==> config.mk <==
export PLATFORM = sky130hd
export DESIGN_NAME = slow_rom_prefetch
export DESIGN_NICKNAME = d
export VERILOG_FILES = /design/src/rtl/slow_rom_prefetch.sv
export SDC_FILE = /design/constraint.sdc
export NUM_CORES = 1
export LEC_CHECK = 0
export ABC_AREA = 1
export BUFFER_PORTS_ARGS = -buffer_cell sky130_fd_sc_hd__buf_2
export CORE_MARGIN = 4
export CORE_UTILIZATION = 54
export DETAILED_ROUTE_END_ITERATION = 8
export GPL_ROUTABILITY_DRIVEN = 0
export PLACE_DENSITY = 0.79
export SLEW_MARGIN = 5
export SYNTH_ARGS = -nofsm -noshare
export SYNTH_HDL_FRONTEND = slang
export SYNTH_SLANG_ARGS = --single-unit
==> constraint.sdc <==
create_clock -name clk -period 2.2 [get_ports clk]
set_input_delay 0.11 -clock clk [delete_from_list [all_inputs] [get_ports clk]]
set_output_delay 0.11 -clock clk [all_outputs]
set_load 0.05 [all_outputs]
==> src/rtl/slow_rom_prefetch.sv <==
// Instruction fetch front end: reads a slow ROM sequentially into a show-ahead queue of tagged words.
// First word ROM_LATENCY cycles after reset/jump; a full queue stalls the ROM until the core pops.
module slow_rom_prefetch #(
    parameter int ADDR_WIDTH  = 8,
    parameter int DATA_WIDTH  = 8,
    parameter int ROM_LATENCY = 2,
    parameter int DEPTH       = 2
) (
    input  logic                     clk,
    input  logic                     reset,
    output logic [ADDR_WIDTH-1:0]    rom_addr,
    input  logic [DATA_WIDTH-1:0]    rom_data,
    input  logic                     fetch_ready,
    input  logic                     jump,
    input  logic [ADDR_WIDTH-1:0]    jump_addr,
    output logic [DATA_WIDTH-1:0]    ir,
    output logic                     ir_valid,
    output logic [ADDR_WIDTH-1:0]    pc,
    output logic [$clog2(DEPTH):0]   fill_level
);
    localparam int PW = $clog2(DEPTH);
    localparam int CW = (ROM_LATENCY > 1) ? $clog2(ROM_LATENCY) : 1;
    localparam logic [CW-1:0] WCNT_LAST = CW'(ROM_LATENCY - 1);
    localparam logic [PW:0]   FULL      = (PW+1)'(DEPTH);

    typedef enum logic {ST_WAIT, ST_IDLE} state_t;

    state_t                state_q, state_d;
    logic [CW-1:0]         wcnt_q, wcnt_d;
    logic [ADDR_WIDTH-1:0] rom_addr_q, rom_addr_d;
    logic [PW-1:0]         rd_ptr_q, rd_ptr_d;
    logic [PW-1:0]         wr_ptr_q, wr_ptr_d;
    logic [PW:0]           cnt_q, cnt_d;
    logic [DATA_WIDTH-1:0] data_q [DEPTH];
    logic [DATA_WIDTH-1:0] data_d [DEPTH];
    logic [ADDR_WIDTH-1:0] tag_q  [DEPTH];
    logic [ADDR_WIDTH-1:0] tag_d  [DEPTH];
    logic                  do_pop;
    logic                  do_push;

    always_comb begin
        state_d    = state_q;
        wcnt_d     = wcnt_q;
        rom_addr_d = rom_addr_q;
        rd_ptr_d   = rd_ptr_q;
        wr_ptr_d   = wr_ptr_q;
        cnt_d      = cnt_q;
        data_d     = data_q;
        tag_d      = tag_q;
        do_pop     = fetch_ready && (cnt_q != '0);
        do_push    = 1'b0;

        if (jump) begin
            // Flushing the queue and restarting the counter drops any in-flight access.
            do_pop     = 1'b0;
            cnt_d      = '0;
            rd_ptr_d   = '0;
            wr_ptr_d   = '0;
            rom_addr_d = jump_addr;
            wcnt_d     = '0;
            state_d    = ST_WAIT;
        end else begin
            if (state_q == ST_WAIT) begin
                if (wcnt_q == WCNT_LAST) begin
                    do_push = (cnt_q != FULL) || do_pop;
                    if (do_push) begin
                        data_d[wr_ptr_q] = rom_data;
                        tag_d[wr_ptr_q]  = rom_addr_q;
                        wr_ptr_d         = wr_ptr_q + 1'b1;
                        rom_addr_d       = rom_addr_q + 1'b1;
                        wcnt_d           = '0;
                    end
                end else begin
                    wcnt_d = wcnt_q + 1'b1;
                end
            end else if (do_pop) begin
                state_d = ST_WAIT;
                wcnt_d  = '0;
            end

            if (do_pop) begin
                rd_ptr_d = rd_ptr_q + 1'b1;
            end
            case ({do_push, do_pop})
                2'b10:   cnt_d = cnt_q + 1'b1;
                2'b01:   cnt_d = cnt_q - 1'b1;
                default: cnt_d = cnt_q;
            endcase
            if (do_push && (cnt_d == FULL)) begin
                state_d = ST_IDLE;
            end
        end
    end

    always_ff @(posedge clk) begin
        if (reset) begin
            state_q    <= ST_WAIT;
            wcnt_q     <= '0;
            rom_addr_q <= '0;
            rd_ptr_q   <= '0;
            wr_ptr_q   <= '0;
            cnt_q      <= '0;
            data_q     <= '{default: '0};
            tag_q      <= '{default: '0};
        end else begin
            state_q    <= state_d;
            wcnt_q     <= wcnt_d;
            rom_addr_q <= rom_addr_d;
            rd_ptr_q   <= rd_ptr_d;
            wr_ptr_q   <= wr_ptr_d;
            cnt_q      <= cnt_d;
            data_q     <= data_d;
            tag_q      <= tag_d;
        end
    end

    assign rom_addr   = rom_addr_q;
    assign fill_level = cnt_q;
    assign ir_valid   = (cnt_q != '0);
    assign ir         = ir_valid ? data_q[rd_ptr_q] : '0;
    assign pc         = ir_valid ? tag_q[rd_ptr_q] : rom_addr_q;

endmodule

## Word level (Yosys, flattened, before mapping)

Cells that the tools add are included.

- Bits in registers: 46
- Latch bits: 0
- ROM bits: 0
- Memories kept: 0
- Bits in writable memories: 0

- Mux-type cells: 28
- Equal/unequal tests: 6
- Bitwise gates (word level): 4
- $add $sub $neg: 6
- Shift operators: 0
- Reduce and logical (&&, ||, !) cells: 11
- Divide/modulo/power cells: 0
- Order comparisons: 3
- Multipliers: 0

Operator list:

| kind | count |
|---|---|
| two-way mux 8 bit | 13 |
| bitwise mux 16 bit | 2 |
| two-way mux 1 bit | 10 |
| adder 8 x 1 -> 8 bit (second input constant) | 1 |
| demux 8 bit (select 1 bit) | 1 |
| AND reduction 3 bit | 2 |
| nonzero test 2 bit | 3 |
| equality test 2 bit (second input constant) | 2 |
| >= comparator 2 bit (second input constant) | 2 |
| != test 2 bit (second input constant) | 2 |
| NOT 1 -> 2 bit | 2 |
| one-hot mux 2 bit (2 select lines) | 1 |
| AND reduction 4 bit | 1 |
| adder 1 bit (second input constant) | 3 |
| logical AND 1 bit | 3 |
| adder 2 x 1 -> 2 bit (second input constant) | 1 |
| equality test 2 x 1 -> 1 bit (second input constant) | 1 |
| less-than comparator 2 x 1 -> 1 bit (second input constant) | 1 |
| two-way mux 2 bit | 1 |
| != test 2 x 1 -> 1 bit (second input constant) | 1 |
| NOT 1 bit | 2 |
| OR reduction 2 bit | 1 |
| subtractor 2 x 1 -> 2 bit (second input constant) | 1 |
| logical OR 1 bit | 1 |

## Depth between registers and ports, before layout

Gate-level depths: netlist (run 1).

- Word-level depth: 12
- Depth in mapped cells: 12

## Worst setup path before layout (run 1)

OpenSTA, ideal clock, no wires.

- Kind: flip-flop to output port
- From: register cnt_q[1] (netlist: fill_level[1])
- To: output ir[6]
- Slack: -30 ps
- Required time: 2,090 ps
- Cell stages (with the launch flop): 6
- Path buffers: 1
- Arrival time: 2,120 ps
- Path through: dfxtp_1 > inv_1 > nand2_1 > buf_2 > o21ai_0 > nor2_1

- Cells in the longest elaborated chain, start to end: 2

Ends and longest elaborated chain:

| what | line | text |
|---|---|---|
| start, declared | 33 | `logic [PW:0] cnt_q, cnt_d;` |
| start signal, assigned | 111 | `cnt_q <= cnt_d;` |
| nonzero test 2 bit | 119 | `assign ir_valid = (cnt_q != '0);` |
| named net ir_valid | 17 | `output logic ir_valid,` |
| two-way mux 8 bit | 120 | `assign ir = ir_valid ? data_q[rd_ptr_q] : '0;` |
| end, declared | 16 | `output logic [DATA_WIDTH-1:0] ir,` |

The timed path passes the listed nets, and every way through them passes these cells.

## Worst setup path in the final report (run 1)

- From: register cnt_q[0] (netlist: fill_level[0])
- To: output pc[1]

- Cells in the longest elaborated chain, start to end: 2

Ends and longest elaborated chain:

| what | line | text |
|---|---|---|
| nonzero test 2 bit | 119 |  |
| two-way mux 8 bit | 121 | `assign pc = ir_valid ? tag_q[rd_ptr_q] : rom_addr_q;` |
| end, declared | 18 | `output logic [ADDR_WIDTH-1:0] pc,` |

No other way between the ends.

==> results of run 1 <==
[power breakdown]
| part | internal [uW] | total, uW | leakage (uW) | switching [uW] |
|---|---|---|---|---|
| Clock | 224 | 512 | 0.0000452 | 288 |
| Combinational | 80.2 | 296 | 0.000654 | 215 |
| Sequential | 852 | 881 | 0.000373 | 29.2 |
[cells in the mapped netlist]
cell,instances,area [sq um]
nand3_1,48,240.2
nor2_4,1,11.26
dfxtp_1,46,920.9
ha_1,2,25.02
o21bai_1,2,15.01
nand2_2,1,6.260
xnor2_1,2,17.52
inv_1,13,48.80
buf_4,1,7.510
buf_2,6,30.03
buf_6,5,56.30
xor2_1,2,17.52
a31oi_1,8,50.05
nand2_1,86,322.8
a21oi_1,41,205.2
nand2_4,2,22.52
nand4_1,1,6.260
clkbuf_1,12,45.04
nor2_1,40,150.1
o21ai_0,12,60.06
or2_2,1,6.260
clkinv_1,3,11.26
[routing by layer]
layer | routed length (microns) | vias to the layer above
met3 | 421 | 8
met1 | 2384 | 1010
met5 | 0 | -
met4 | 61 | 0
met2 | 2552 | 71
li1 | - | 1167
[worst paths after layout]
| path | from | end | slack, ns | cells after the start |
|---|---|---|---|---|
| max | fill_level[0]$_SDFF_PP0_ | pc[1] | 0.44 | 6 |
| min | rom_data[0] | data_q[8]$_SDFFE_PP0P_ | 0.08 | 3 |
| max reg2reg | wcnt_q$_SDFFE_PP0N_ | tag_q[2]$_SDFFE_PP0P_ | 0.48 | 7 |
| min reg2reg | state_q$_SDFF_PP0_ | wcnt_q$_SDFFE_PP0N_ | 0.46 | 1 |
[sequential cells by signal, indices dropped and copies added, names as in the netlist]
name        cells
fill_level      2
wr_ptr_q        1
data_q         16
tag_q          16
wcnt_q          1
state_q         1
rom_addr        8
rd_ptr_q        1
[placed cells by master, fill, tap and decap left out, drive strengths merged]
cell and n:
ha 2, nand3 48, xor2 2, a31oi 8
xnor2 2, nand4 1, nor2 41, nand2 89
inv 13, o21bai 2, clkbuf 6, or2 1
buf 54, clkinv 5, o21ai 12, a21oi 41
dfxtp 46
[worst reg2reg max path, stage by stage, from the launching register on]
cell and delay, ns:
dfxtp_1 0.34, inv_1 0.04, nor2_1 0.16, nand2_4 0.15, nor2_4 0.25, nand2_1 0.42
nand2_1 0.18, a21oi_1 0.07
[through the flow]
| step | hold slack, ns | instances |
|---|---|---|
| after global placement | 0.3973 | 415 |
| after global routing | 0.06443 | 423 |
| final | 0.07904 | 423 |
| after detailed placement | 0.4013 | 415 |
| after floorplan | 0.2744 | 335 |
| after CTS | 0.07432 | 423 |
[final cells by class]
cell class / count / area (sq um)
repair buffers: 54 / 290.3
multi-input cells: 249 / 1159
clock buffers: 6 / 72.57
flip-flops and latches: 46 / 920.9
well taps: 50 / 62.56
fillers: 381 / 1450
inverters: 16 / 60.06
clock inverters: 2 / 13.76
[cells by family (layout without fill, tap and decap cells)]
kind of cell	after synthesis	count (layout)	share of synthesized area [%]
buffers and inverters	40	78	8.741
adder cells (fa/ha/maj)	2	2	1.099
AND/OR/NAND/NOR	180	180	33.65
AO/OA/AOI/OAI	63	63	14.51
XOR/XNOR	4	4	1.540
flip-flops	46	46	40.46
==> results_dict.tcl, run 1 <==
set metrics [dict create \
    synth_cell_types 22 \
    htree_levels 2 \
    crit_type "flop to output port" \
    root_buffer "clkbuf_8" \
    clk_path_buf_depth 2 \
    slowest_stage "dfxtp_1" \
    routed_via_density 5.333 \
    rsz0062_at_grt "no" \
    grt_pass1_vias 2053 \
    vdd_ir_drop_max_uv 422.4 \
    p_per_area_mw_per_mm2 654.7 \
    crit_family "buffers and inverters" \
    grt_max_degree 26 \
    layout-drive-gt1-share_pct 17.96 \
    placed_area_sq_mm 0.002492 \
    detail-route-antenna-nets 0 \
    finalInstanceArea_sq_mm 0.002579 \
    report.final.slew_viol_count 0 \
    period_needed_ns 1.762 \
    met2_usage_pct 36.77 \
    fin_skew_ns 0.008428 \
    gr-total-overflow 0 \
    place_hpwl_mm 3.716 \
    max_slew_margin_pct 61.38 \
    fp.dieW_microns 72.92 \
    synth.net_count 357 \
    die-area_sq_mm 0.005317 \
    rows 23 \
    setup_viol 0 \
    hold_path.class "primary input to flop" \
    final_util_pct 64.01 \
    p_leak_uw 0.001072 \
    power.total_uw 1688 \
    antenna_found_initial 0 \
    core_sq_mm 0.004029 \
    seq_area_frac_synth_pct 40.46 \
    cts_setup_buffers 0 \
    grt_pass1_wl_mm 9.308 \
    endpoint_kind "output port" \
    drt_iter0_drc 175 \
    syn-cell-area_sq_mm 0.002276 \
    wire_per_inst_microns 12.81 \
    max-cap-violations 0 \
    insertion_delay_ns 0.30 \
    status "complete, no violations" \
    post-place-ws_ns 0.5130 \
    busiest_layer "met2" \
    slowest_delay_ns 0.41 \
    cts_buffers 5 \
    critical_path_buf_inv_count 3 \
    antenna_cells 0 \
    critPathLaunchType "flop" \
    clkTransAtPathRegs_ns 0.09 \
    io_buffers 46 \
    die_y_microns 72.92 \
    cp_data_arrival_time_ns 1.65 \
    syn_area_per_cell_sq_um 6.794 \
    yosysWarnings 0 \
    grt_util_met3_pct 4.959 \
    dr.pass1.iters 4 \
    tightest_slew_ns 0.5779 \
    timing.final.crit_share_pct 80.07 \
    timing.final.ws_setup_ns 0.4384 \
    grt_usage_pct 22.27 \
    max_freq_ghz 0.5677 \
    ys_ff_latch 46 \
    vias 2256 \
    use_met1_pct 29.26 \
    hold_violations 0 \
    areaGrowthSynthToFinish_pct 13.30 \
    cts_resized 0 \
    cp.required_ns 2.09 \
    synth_cells 335 \
    io_pins 47 \
    cts_sinks 46 \
    start_util_pct 56.49 \
    tns_ns 0 \
    crit_chain "inv_1, nand2_1, buf_4, nor2_1, a31oi_1, buf_2" \
    critPathMaxFanout 25 \
    nNetsFinal 394 \
    routed_wl_mm 5.419 \
    cts_tree "yes" \
    cts_hold_buf 0 \
    drcViolationCount 0 \
]
Power figures use the tool's default switching activity.
==> run 2, diff against run 1 <==
Settings changed: ABC_AREA 1 to 0, CORE_UTILIZATION 54 to 55, PLACE_DENSITY 0.79 to 0.8.
Clock period 2.2 ns to 1.8 ns, I/O delays scaled along.
==> run 2 against run 1 <==
Against the previous run:
- final cell count decreased by 9.0%
- total power increased by 20%
- critical path depth is 1 lower
- global-route usage is 0.11 points higher
- critical path type unchanged
- largest cell class unchanged
==> results_dict.tcl, run 2 <==
set metrics [dict create \
    rsz0062_at_grt "no" \
    grt_usage_pct 22.38 \
    cp-endpoint "pc[7]" \
    clk_path_buf_depth 2 \
    crit_start "fill_level[0]$_SDFF_PP0_" \
    seq_area_frac_synth_pct 38.72 \
    place_inst 376 \
    rows 23 \
    max-cap-violations 0 \
    gr-total-overflow 0 \
    grt_max_degree 34 \
    tns_ns 0 \
    routed_via_density 5.953 \
    worstReg2RegEnd "state_q$_SDFF_PP0_" \
    fin_skew_ns 0.007583 \
    synthXorXnorAreaFrac_pct 1.105 \
    cp.depth 5 \
    root_buffer "clkbuf_8" \
    cts_sinks 46 \
    drt_iter0_drc 215 \
    wire_per_inst_microns 15.10 \
    routed_wl_mm 5.815 \
    areaGrowthSynthToFinish_pct 16.31 \
    finalInstanceArea_sq_mm 0.002766 \
    yosys.area_share.simple_pct 22.04 \
    htree_levels 2 \
    crit_type "flop to output port" \
    instances_no_fill 385 \
    antenna_cells 0 \
    slowest_delay_ns 0.39 \
    tightest_slew_ns 0.4601 \
    synth_top_family_by_area "compound AO/OA/AOI/OAI gates" \
    synth_cells 296 \
    synth_mux_area_share_pct 6.733 \
    insertion_delay_ns 0.31 \
    max_slew_margin_pct 69.33 \
    slowest_stage "dfxtp_4" \
    timing.final.crit_share_pct 92.78 \
    reg2reg_slack_ns 0.15 \
    start_util_pct 58.21 \
    die_y_microns 73.76 \
    cts_hold_buf 0 \
    yosys.area.top_type "dfxtp_1" \
    drcViolationCount 0 \
    ys_ff_latch 46 \
    synth_flop_cell "dfxtp_1" \
    postSynth.asyncResetShare_pct 0 \
    power.total_uw 2020 \
    yosysWarnings 0 \
    layout-drive-gt1-share_pct 24.48 \
    io_buffers 46 \
    io_pins 47 \
    grt_pass1_vias 2106 \
    vdd_ir_drop_max_uv 409.3 \
    core_sq_mm 0.004086 \
    syn_area_per_cell_sq_um 8.036 \
    mostFrequentLayoutCells "46 x buf_2, 41 x dfxtp_1, 38 x o21ai_0" \
    final_common_cell "buf_2" \
    cts_tree "yes" \
    fp.dieW_microns 73.76 \
    die-area_sq_mm 0.005441 \
    antenna_found_initial 0 \
    placed_area_sq_mm 0.002669 \
    synth_cell_types 42 \
    period_needed_ns 1.670 \
    r2r-start "state_q$_SDFF_PP0_" \
    max_freq_ghz 0.5988 \
    cts_buffers 5 \
    critPathMaxFanout 25 \
    critPathLaunchType "flop" \
    nNetsFinal 356 \
    synthAdderAreaFrac_pct 1.052 \
    hold_path.class "primary input to flop" \
    place_hpwl_mm 3.832 \
    synth_compound_area_share_pct 23.20 \
    netlist.area_leader.share_pct 38.72 \
    vias 2292 \
    syn-cell-area_sq_mm 0.002379 \
    setup_viol 0 \
    reg2regPathDepth 6 \
    crit_family "buffers and inverters" \
    report.final.slew_viol_count 0 \
    synth.net_count 318 \
    cp_data_arrival_time_ns 1.58 \
    clkTransAtPathRegs_ns 0.09 \
    status "complete, no violations" \
    p_per_area_mw_per_mm2 730.3 \
    dr.pass1.iters 4 \
    synth_common_cells "46 x dfxtp_1, 46 x o21ai_0, 36 x a21oi_1" \
    synth_edf_count 0 \
    p_leak_uw 0.0009754 \
    endpoint_kind "output port" \
    grt_pass1_wl_mm 9.680 \
    hold_violations 0 \
    crit_chain "nor2_1, buf_4, nand2_1, o21ai_1, buf_2" \
    critical_path_buf_inv_count 2 \
    synthTopCellsByArea "dfxtp_1 39%, o21ai_0 9.7%, a21oi_1 7.6%" \
    cp.required_ns 1.71 \
    detail-route-antenna-nets 0 \
]
==> run 2: through the flow <==
step	util (%)	setup WS (ns)	hold slack [ns]
floorplan	-	-0.06064	0.2377
global placement	65.31	0.2164	0.3543
detailed placement	65.31	0.1648	0.3605
CTS	67.51	0.1076	0.03098
global route	67.70	0.03891	0.04983
finish	67.70	0.1300	0.03441
==> run 2: how the worst min path moves through the flow <==
stage                 startpoint                        to  slack (ns)  cells past startpoint
floorplan            rom_data[0]    data_q[0]$_SDFFE_PP0P_        0.24                      2
global placement     rom_data[5]   data_q[13]$_SDFFE_PP0P_        0.35                      3
detailed placement  jump_addr[5]  rom_addr[5]$_SDFFE_PP0P_        0.36                      3
CTS                  rom_data[0]    data_q[0]$_SDFFE_PP0P_        0.03                      3
global route         rom_data[7]    data_q[7]$_SDFFE_PP0P_        0.05                      3
finish               rom_data[0]    data_q[0]$_SDFFE_PP0P_        0.03                      3
==> run 2: cell families after synthesis <==
family | count (synthesis)
AND/OR/NAND/NOR | 93
adder cells (fa/ha/maj) | 2
flip-flops | 46
XOR/XNOR | 3
AO/OA/AOI/OAI | 100
multiplexers | 16
buffers and inverters | 36
==> run 2: tightest hold or removal path: cells and delay by family <==
kind	cells	cell delay (ns)
AO/OA/AOI/OAI	1	0.05
buffers and inverters	1	0.10
AND/OR/NAND/NOR	1	0.06
==> run 2: area by class of cell <==
type	count	area, sq um
fillers	366	1320
multi-input cells	214	1316
flip-flops and latches	46	932.1
repair buffers	61	342.8
clock buffers	5	68.82
well taps	50	62.56
inverters	6	22.52
clock inverters	3	21.27
==> run 2: timing repair <==
item / CTS / global route
setup buffers: 0 / 1
endpoints found under the setup margin: 0 / 1
gates resized for setup: 0 / 0
endpoints found under the hold margin: 0 / 0
==> run 2: metal layers <==
metal  vias to the layer above  global-route usage [%]  wire [microns]
met2                        68                   37.99            2956
met1                      1076                   28.72            2447
met4                         0                   6.439              59
met3                         7                   4.241             352
met5                         -                       0               0
li1                       1141                       -               -
==> run 2: power breakdown <==
part           internal [uW]  leakage, uW  switching, uW  total, uW
logic                   95.8     0.000555            212        308
clock network            273    0.0000441            362        635
registers               1040     0.000376           35.7       1080
total                   1410     0.000975            610       2020
